===== config.mk =====
export PLATFORM = sky130hd
export DESIGN_NAME = jtframe_colmix_n
export DESIGN_NICKNAME = d
export VERILOG_FILES = /design/src/rtl/jtframe_colmix_pkg.sv /design/src/rtl/jtframe_colmix_prio.sv /design/src/rtl/jtframe_colmix_n.sv
export SDC_FILE = /design/constraint.sdc
export NUM_CORES = 2
export LEC_CHECK = 0
export BUFFER_PORTS_ARGS = -buffer_cell sky130_fd_sc_hd__buf_2
export CORE_MARGIN = 3
export CORE_UTILIZATION = 60
export DETAILED_ROUTE_END_ITERATION = 16
export PLACE_DENSITY = 0.76
export SETUP_SLACK_MARGIN = 0.4
export SYNTH_ARGS = -nofsm -noshare
export SYNTH_HDL_FRONTEND = slang
export SYNTH_HIERARCHICAL = 1
export SYNTH_SLANG_ARGS = --single-unit
export TNS_END_PERCENT = 20

===== constraint.sdc =====
create_clock -name clk -period 3.4 [get_ports clk]
set_input_delay 0.34 -clock clk [delete_from_list [all_inputs] [get_ports clk]]
set_output_delay 0.34 -clock clk [all_outputs]
set_load 0.01 [all_outputs]

===== src/rtl/jtframe_colmix_pkg.sv =====
// Shared helpers for the N-layer colour mixer: index widths, palette byte
// packing for any channel depth, and the shadow colour code.
package jtframe_colmix_pkg;

    localparam logic [3:0] SHADOW_CODE = 4'hF;

    typedef struct packed {
        logic [7:0] r;
        logic [7:0] g;
        logic [7:0] b;
    } rgb8_t;

    function automatic int clog2(input int n);
        int r;
        r = 0;
        for (int i = 0; i < 31; i++)
            if ((1 << i) < n) r = i + 1;
        return r;
    endfunction

    function automatic int idx_width(input int layers, input int pxlw);
        return clog2(layers) + pxlw;
    endfunction

    function automatic int pal_aw(input int layers, input int pxlw);
        return idx_width(layers, pxlw) + 1;
    endfunction

    // Narrow colours share the even byte as {R,G}. Wide colours keep the
    // top nibbles of G and B in the odd byte.
    function automatic rgb8_t pal_unpack(input logic [7:0] ev, input logic [7:0] od, input int colw);
        rgb8_t c;
        c = '0;
        if (colw <= 4) begin
            for (int i = 0; i < 8; i++) begin
                if (i < colw) begin
                    c.r[i] = ev[8-colw+i];
                    c.g[i] = ev[i];
                    c.b[i] = od[i];
                end
            end
        end else begin
            for (int i = 0; i < 8; i++)
                if (i < colw) c.r[i] = ev[i];
            for (int i = 0; i < 4; i++) begin
                c.g[colw-4+i] = od[4+i];
                c.b[colw-4+i] = od[i];
            end
        end
        return c;
    endfunction

    function automatic logic [15:0] pal_pack(input rgb8_t c, input int colw);
        logic [7:0] ev, od;
        ev = '0;
        od = '0;
        if (colw <= 4) begin
            for (int i = 0; i < 8; i++) begin
                if (i < colw) begin
                    ev[8-colw+i] = c.r[i];
                    ev[i]        = c.g[i];
                    od[i]        = c.b[i];
                end
            end
        end else begin
            for (int i = 0; i < 8; i++)
                if (i < colw) ev[i] = c.r[i];
            for (int i = 0; i < 4; i++) begin
                od[4+i] = c.g[colw-4+i];
                od[i]   = c.b[colw-4+i];
            end
        end
        return {od, ev};
    endfunction

endpackage


===== src/rtl/jtframe_colmix_prio.sv =====
// Layer priority encoder: picks the highest opaque enabled layer, detects shadow.
// Latency: combinational; registered by the parent.
// Backpressure: none, evaluated every cycle.
module jtframe_colmix_prio
    import jtframe_colmix_pkg::*;
#(
    parameter int LAYERS    = 4,
    parameter int PXLW      = 6,
    parameter int SHADOW_EN = 0,
    localparam int LW       = clog2(LAYERS),
    localparam int IDXW     = LW + PXLW
) (
    input  logic [LAYERS*PXLW-1:0] lyr_pxl,
    input  logic [LAYERS-1:0]      gfx_en,
    output logic [IDXW-1:0]        idx,
    output logic                   shadow
);

    always_comb begin
        shadow = (SHADOW_EN != 0) && gfx_en[LAYERS-1] &&
                 (lyr_pxl[(LAYERS-1)*PXLW +: 4] == SHADOW_CODE);
        // Background always resolves; a masked background points at entry 0.
        idx = gfx_en[0] ? {{LW{1'b0}}, lyr_pxl[PXLW-1:0]} : '0;
        for (int k = 1; k < LAYERS; k++) begin
            if (gfx_en[k] && lyr_pxl[k*PXLW +: 4] != 4'h0 && !(shadow && k == LAYERS-1))
                idx = {LW'(k), lyr_pxl[k*PXLW +: PXLW]};
        end
    end

endmodule


===== src/rtl/jtframe_colmix_n.sv =====
// N-layer colour mixer: priority/transparency, palette lookup, shadow, blank gating.
// Latency: 3 pxl_cen from lyr_pxl to RGB; CPU read data 1 clk after access.
// Backpressure: none; video stalls only via pxl_cen, CPU port is never held off.
module jtframe_colmix_n
    import jtframe_colmix_pkg::*;
#(
    parameter int LAYERS    = 4,
    parameter int PXLW      = 6,
    parameter int COLW      = 4,
    parameter int SHADOW_EN = 0,
    localparam int IDXW     = idx_width(LAYERS, PXLW),
    localparam int PALAW    = pal_aw(LAYERS, PXLW)
) (
    input  logic                   clk,
    input  logic                   rst_n,
    input  logic                   pxl_cen,
    input  logic                   LHBL,
    input  logic                   LVBL,
    input  logic [LAYERS*PXLW-1:0] lyr_pxl,
    input  logic [LAYERS-1:0]      gfx_en,
    input  logic                   pal_cs,
    input  logic                   cpu_wrn,
    input  logic [PALAW-1:0]       cpu_addr,
    input  logic [7:0]             cpu_dout,
    output logic [7:0]             pal_dout,
    output logic [COLW-1:0]        red,
    output logic [COLW-1:0]        green,
    output logic [COLW-1:0]        blue,
    output logic                   LHBL_dly,
    output logic                   LVBL_dly
);

    logic [IDXW-1:0] prio_idx, idx1;
    logic            prio_sh, sh1, sh2;
    logic [7:0]      pal_even [2**IDXW];
    logic [7:0]      pal_odd  [2**IDXW];
    logic [7:0]      vid_even, vid_odd;
    logic [2:0]      hbl_sr, vbl_sr;
    logic            cpu_we;
    logic [IDXW-1:0] cpu_ent;
    rgb8_t           col;
    logic            col_unused;

    jtframe_colmix_prio #(
        .LAYERS    (LAYERS),
        .PXLW      (PXLW),
        .SHADOW_EN (SHADOW_EN)
    ) u_prio (
        .lyr_pxl (lyr_pxl),
        .gfx_en  (gfx_en),
        .idx     (prio_idx),
        .shadow  (prio_sh)
    );

    assign cpu_we  = pal_cs && !cpu_wrn;
    assign cpu_ent = cpu_addr[PALAW-1:1];

    always_ff @(posedge clk) begin
        if (cpu_we) begin
            if (cpu_addr[0]) pal_odd[cpu_ent]  <= cpu_dout;
            else             pal_even[cpu_ent] <= cpu_dout;
        end
    end

    always_ff @(posedge clk or negedge rst_n) begin
        if (!rst_n)
            pal_dout <= '0;
        else if (pal_cs)
            pal_dout <= cpu_addr[0] ? pal_odd[cpu_ent] : pal_even[cpu_ent];
    end

    always_comb begin
        col        = pal_unpack(vid_even, vid_odd, COLW);
        col_unused = ^col;
    end

    // The blank gate looks at the stage-2 blank bit so RGB and *_dly leave together.
    always_ff @(posedge clk or negedge rst_n) begin
        if (!rst_n) begin
            idx1     <= '0;
            sh1      <= 1'b0;
            sh2      <= 1'b0;
            vid_even <= '0;
            vid_odd  <= '0;
            hbl_sr   <= '0;
            vbl_sr   <= '0;
            red      <= '0;
            green    <= '0;
            blue     <= '0;
        end else if (pxl_cen) begin
            idx1     <= prio_idx;
            sh1      <= prio_sh;
            vid_even <= pal_even[idx1];
            vid_odd  <= pal_odd[idx1];
            sh2      <= sh1;
            hbl_sr   <= {hbl_sr[1:0], LHBL};
            vbl_sr   <= {vbl_sr[1:0], LVBL};
            if (hbl_sr[1] && vbl_sr[1]) begin
                red   <= col.r[COLW-1:0] >> sh2;
                green <= col.g[COLW-1:0] >> sh2;
                blue  <= col.b[COLW-1:0] >> sh2;
            end else begin
                red   <= '0;
                green <= '0;
                blue  <= '0;
            end
        end
    end

    assign LHBL_dly = hbl_sr[2];
    assign LVBL_dly = vbl_sr[2];

endmodule


==> results by group <==
Synth
  • Mean area per synthesized cell: 21.3 um^2
  • Synth unique cells: 69
  • Post-synthesis register bit count: 4144
  • Synthesized area: 185000 um^2
  • Syn Inst Count: 8665
  • Post-Syn Nets: 8717
  • EDFF count, synth: 4096
  • Top FF cell, synth: edfxtp_1
  • Seq/Total Area, Yosys: 0.673
  • Ys Warns: 6
  • Synth async-reset ratio: 0.0116

STA
  • Final Cycle Share: 1.06
  • Final Skew: 75.5 ps
  • RSZ-0062 raised after global routing: true
  • Final hold violation count: 0
  • Slew Limit Fails: 0
  • Tmin final: 3590 ps
  • TNS Setup: -675 ps
  • Worst relative slew slack: 0.101
  • Fmax: 278 MHz
  • Final WS setup: -194 ps
  • Worst-Margin Slew: 1340 ps
  • Finish-stage setup viols: 9

Clock tree
  • Clock sinks: 4144
  • CTS clock-pin slew for the worst setup and hold paths: 70 ps
  • Clock buffer depth: 4
  • H-tree Lvls: 5
  • CTS Buf Count: 417
  • Clock latency on the worst-skew pair: 1010 ps
  • TritonCTS clock tree: done
  • Root Driver: clkbuf_16

Setup path
  • Critical Path End Type: register
  • CP required: 4250 ps
  • Most frequent CP cell: mux4_2
  • Critical path arrival: 4450 ps
  • Cell Chain, Critical Path: buf_12, buf_16, buf_12, mux4_2, mux4_2, mux4_2, nor2b_1, a21oi_4, buf_4, nand4_1
  • CP max stage cell: mux4_2
  • Startpoint Class: register
  • CP peak stage delay: 600 ps
  • Crit path kind: register to register
  • CP Max Fanout: 12

Die
  • Die H: 561 um
  • Die Footprint: 314000 um^2
  • I/O pin count: 74
  • Initial Util: 0.603
  • Row count: 203
  • Die W: 561 um
  • Core ar.: 306000 um^2

Placed design
  • Cells after DPL: 13601
  • GPL Wtd Cong: 1.04
  • Detail Placement HPWL: 438000 um
  • IO Port Bufs: 73

Drt
  • Via count normalized by instance count: 7.66
  • Router iterations before antenna repair: 6
  • DR DRC count: 0
  • DRT iter0 DRCs: 21338
  • WL final: 644000 um
  • Vias: 111237
  • Avg WL per Cell: 44.3 um
  • DRT antenna net count: 0

Pwr
  • Power Density: 554 nW/um^2
  • Peak supply drop: 0.000485 V
  • Leak: 69.9 nW
  • Tot Pwr: 120 mW

GRT
  • Top Usage Layer GRT: met2
  • GRT met2 Usage: 0.590
  • Pin count of the biggest net entering global routing: 173
  • Wire length of the first global-routing pass: 884000 um
  • Gr usage total: 0.410
  • Met1 Use GR: 0.549
  • Vias in the first global route: 108349
  • Antenna violations before repair: 51
  • Grt ovf: 0
  • GR Layer Usage met3: 0.132

Layout
  • # fillers: 17783
  • Post-layout util: 0.707
  • Area of the multi-input gates: 57500 um^2
  • Share of cells above drive strength 1: 0.424
  • Area growth syn-to-layout: 17.2%
  • Reg area: 124000 um^2
  • Total Nets Final: 10073
  • Filler-free cell count of the finished design: 14529

Flow run
  • Max-cap viol count: 0

Outcome
  • Failing checks: negative setup slack
  • Status: finished with violations

Min path
  • Worst min path class: input pin to async pin
metal layers:
| metal | part of all wire | up-vias |
|---|---|---|
| li1 | - | 40514 |
| met1 | 0.33 | 58124 |
| met2 | 0.45 | 10670 |
| met3 | 0.15 | 1889 |
| met4 | 0.078 | 40 |
| met5 | 0.00049 | - |
critical path, delay by kind of cell (launching register included):
| kind | cells | cell delay (ps) |
|---|---|---|
| buf+inv | 4 | 660 |
| flops | 1 | 460 |
| compound gates | 1 | 250 |
| simple gates | 2 | 300 |
| mux | 3 | 1690 |
cell type report:
type                            instances  share of cell area
Inverter                               23            0.000445
Multi-Input combinational cell       3829               0.266
Timing Repair Buffer                 1606              0.0712
Antenna cell                           49            0.000566
Clock buffer                          500              0.0504
Tap cell                             4100              0.0237
Clock inverter                        278              0.0140
Sequential cell                      4144               0.574
path summary, 6_finish.rpt:
kind / slack (ps) / cells after the start / to / from
hold reg to reg: 510 / 1 / sh1$_DFFE_PN0P_ / sh1$_DFFE_PN0P_
max in group asynchronous: 2410 / 3 / vid_odd[3]$_DFFE_PN0P_ / rst_n
min in group clk: 110 / 4 / idx1[6]$_DFFE_PN0P_ / gfx_en[1]
hold / removal: 30 / 2 / blue[0]$_DFFE_PN0P_ / rst_n
setup / recovery: -190 / 10 / vid_odd[1]$_DFFE_PN0P_ / idx1[0]$_DFFE_PN0P_
setup reg to reg: -190 / 10 / vid_odd[1]$_DFFE_PN0P_ / idx1[0]$_DFFE_PN0P_
report_power, final:
group / internal (mW) / switching, mW / total [mW]
sequential: 56.3 / 0.466 / 56.7
clock: 26.7 / 20.5 / 47.2
combinational: 7.04 / 8.93 / 16.0
timing repair:
item                       in CTS  in global routing
hold endpoints to repair      491                  0
setup endpoints to repair      15                 22
pin swaps                       8                 12
hold buffers                   38                  0
gates cloned                    3                 14
buffers inserted               12                 34
gates resized for setup        44                 50
per-stage QoR:
step | hold slack (ps) | instance area (um^2) | worst slack [ps]
3_3_place_gp | 485 | 201000 | -762
5_1_grt | 119 | 216000 | -177
4_1_cts | 11.4 | 216000 | -96.5
3_5_place_dp | 489 | 201000 | -729
6_report | 28.8 | 216000 | -194
2_1_floorplan | 44.4 | 185000 | 300
synthesized netlist by cell type, drive strengths merged, types with 9 or more instances:
cell type  instances  share of area
edfxtp          4096           0.67
mux4            2072           0.25
nor2             567          0.012
buf              394          0.012
clkbuf           275         0.0056
mux2i            233          0.013
nand2            207         0.0042
a22oi             91         0.0037
o22ai             77         0.0026
a21oi             64         0.0017
nand3             63         0.0017
o21ai             56         0.0015
mux2              53         0.0032
dfrtp             48         0.0065
nor2b             30         0.0010
o211ai            27         0.0011
nand4             26        0.00088
nor3              25        0.00068
inv               22        0.00045
a221oi            21         0.0010
a31oi             21        0.00071
a32oi             21         0.0010
nand2b            21        0.00071
and3              18        0.00061
a22o              15        0.00071
and2              14        0.00048
a211oi            12        0.00049
nor4              11        0.00037
o32ai             11        0.00052
o221ai             9        0.00043
state kept, by name, summed over array words and instances, names as in the netlist:
signal and cells:
pal_even 2048, pal_odd 2048, idx1 8, pal_dout 8
vid_even 8, blue 4, green 4, red 4
vid_odd 4, hbl_sr 3, vbl_sr 3, sh1 1
sh2 1
cell usage in the layout, fill, tap and decap left out, types with 42 or more instances in the layout:
cell type / Yosys / routed
o21ai_0: 52 / 51
clkbuf_1: 275 / 72
nand3_1: 63 / 55
edfxtp_1: 4096 / 4096
clkinv_1: 1 / 78
buf_2: 229 / 60
a21oi_1: 64 / 54
clkbuf_16: 0 / 433
buf_4: 72 / 1231
mux2_2: 53 / 52
clkinv_2: 0 / 82
dfrtp_1: 48 / 42
o22ai_1: 77 / 75
mux4_2: 2072 / 2072
nor2_1: 566 / 558
nand2_1: 207 / 204
mux2i_1: 233 / 230
diode_2: 0 / 49
a22oi_1: 91 / 91
bufinv_16: 0 / 48
buf_12: 0 / 212
cells by family (layout without fill, tap and decap cells):
kind of cell           after synthesis  count (layout)  synth area share
AOI/OAI and AO/OA                  469             469            0.0179
and+or+nand+nor                   1001            1001            0.0231
other                                1              50         0.0000203
DFF                               4144            4144             0.673
muxes                             2358            2358             0.269
buffers and inverters              692            2407            0.0177
Power figures use the tool's default switching activity.
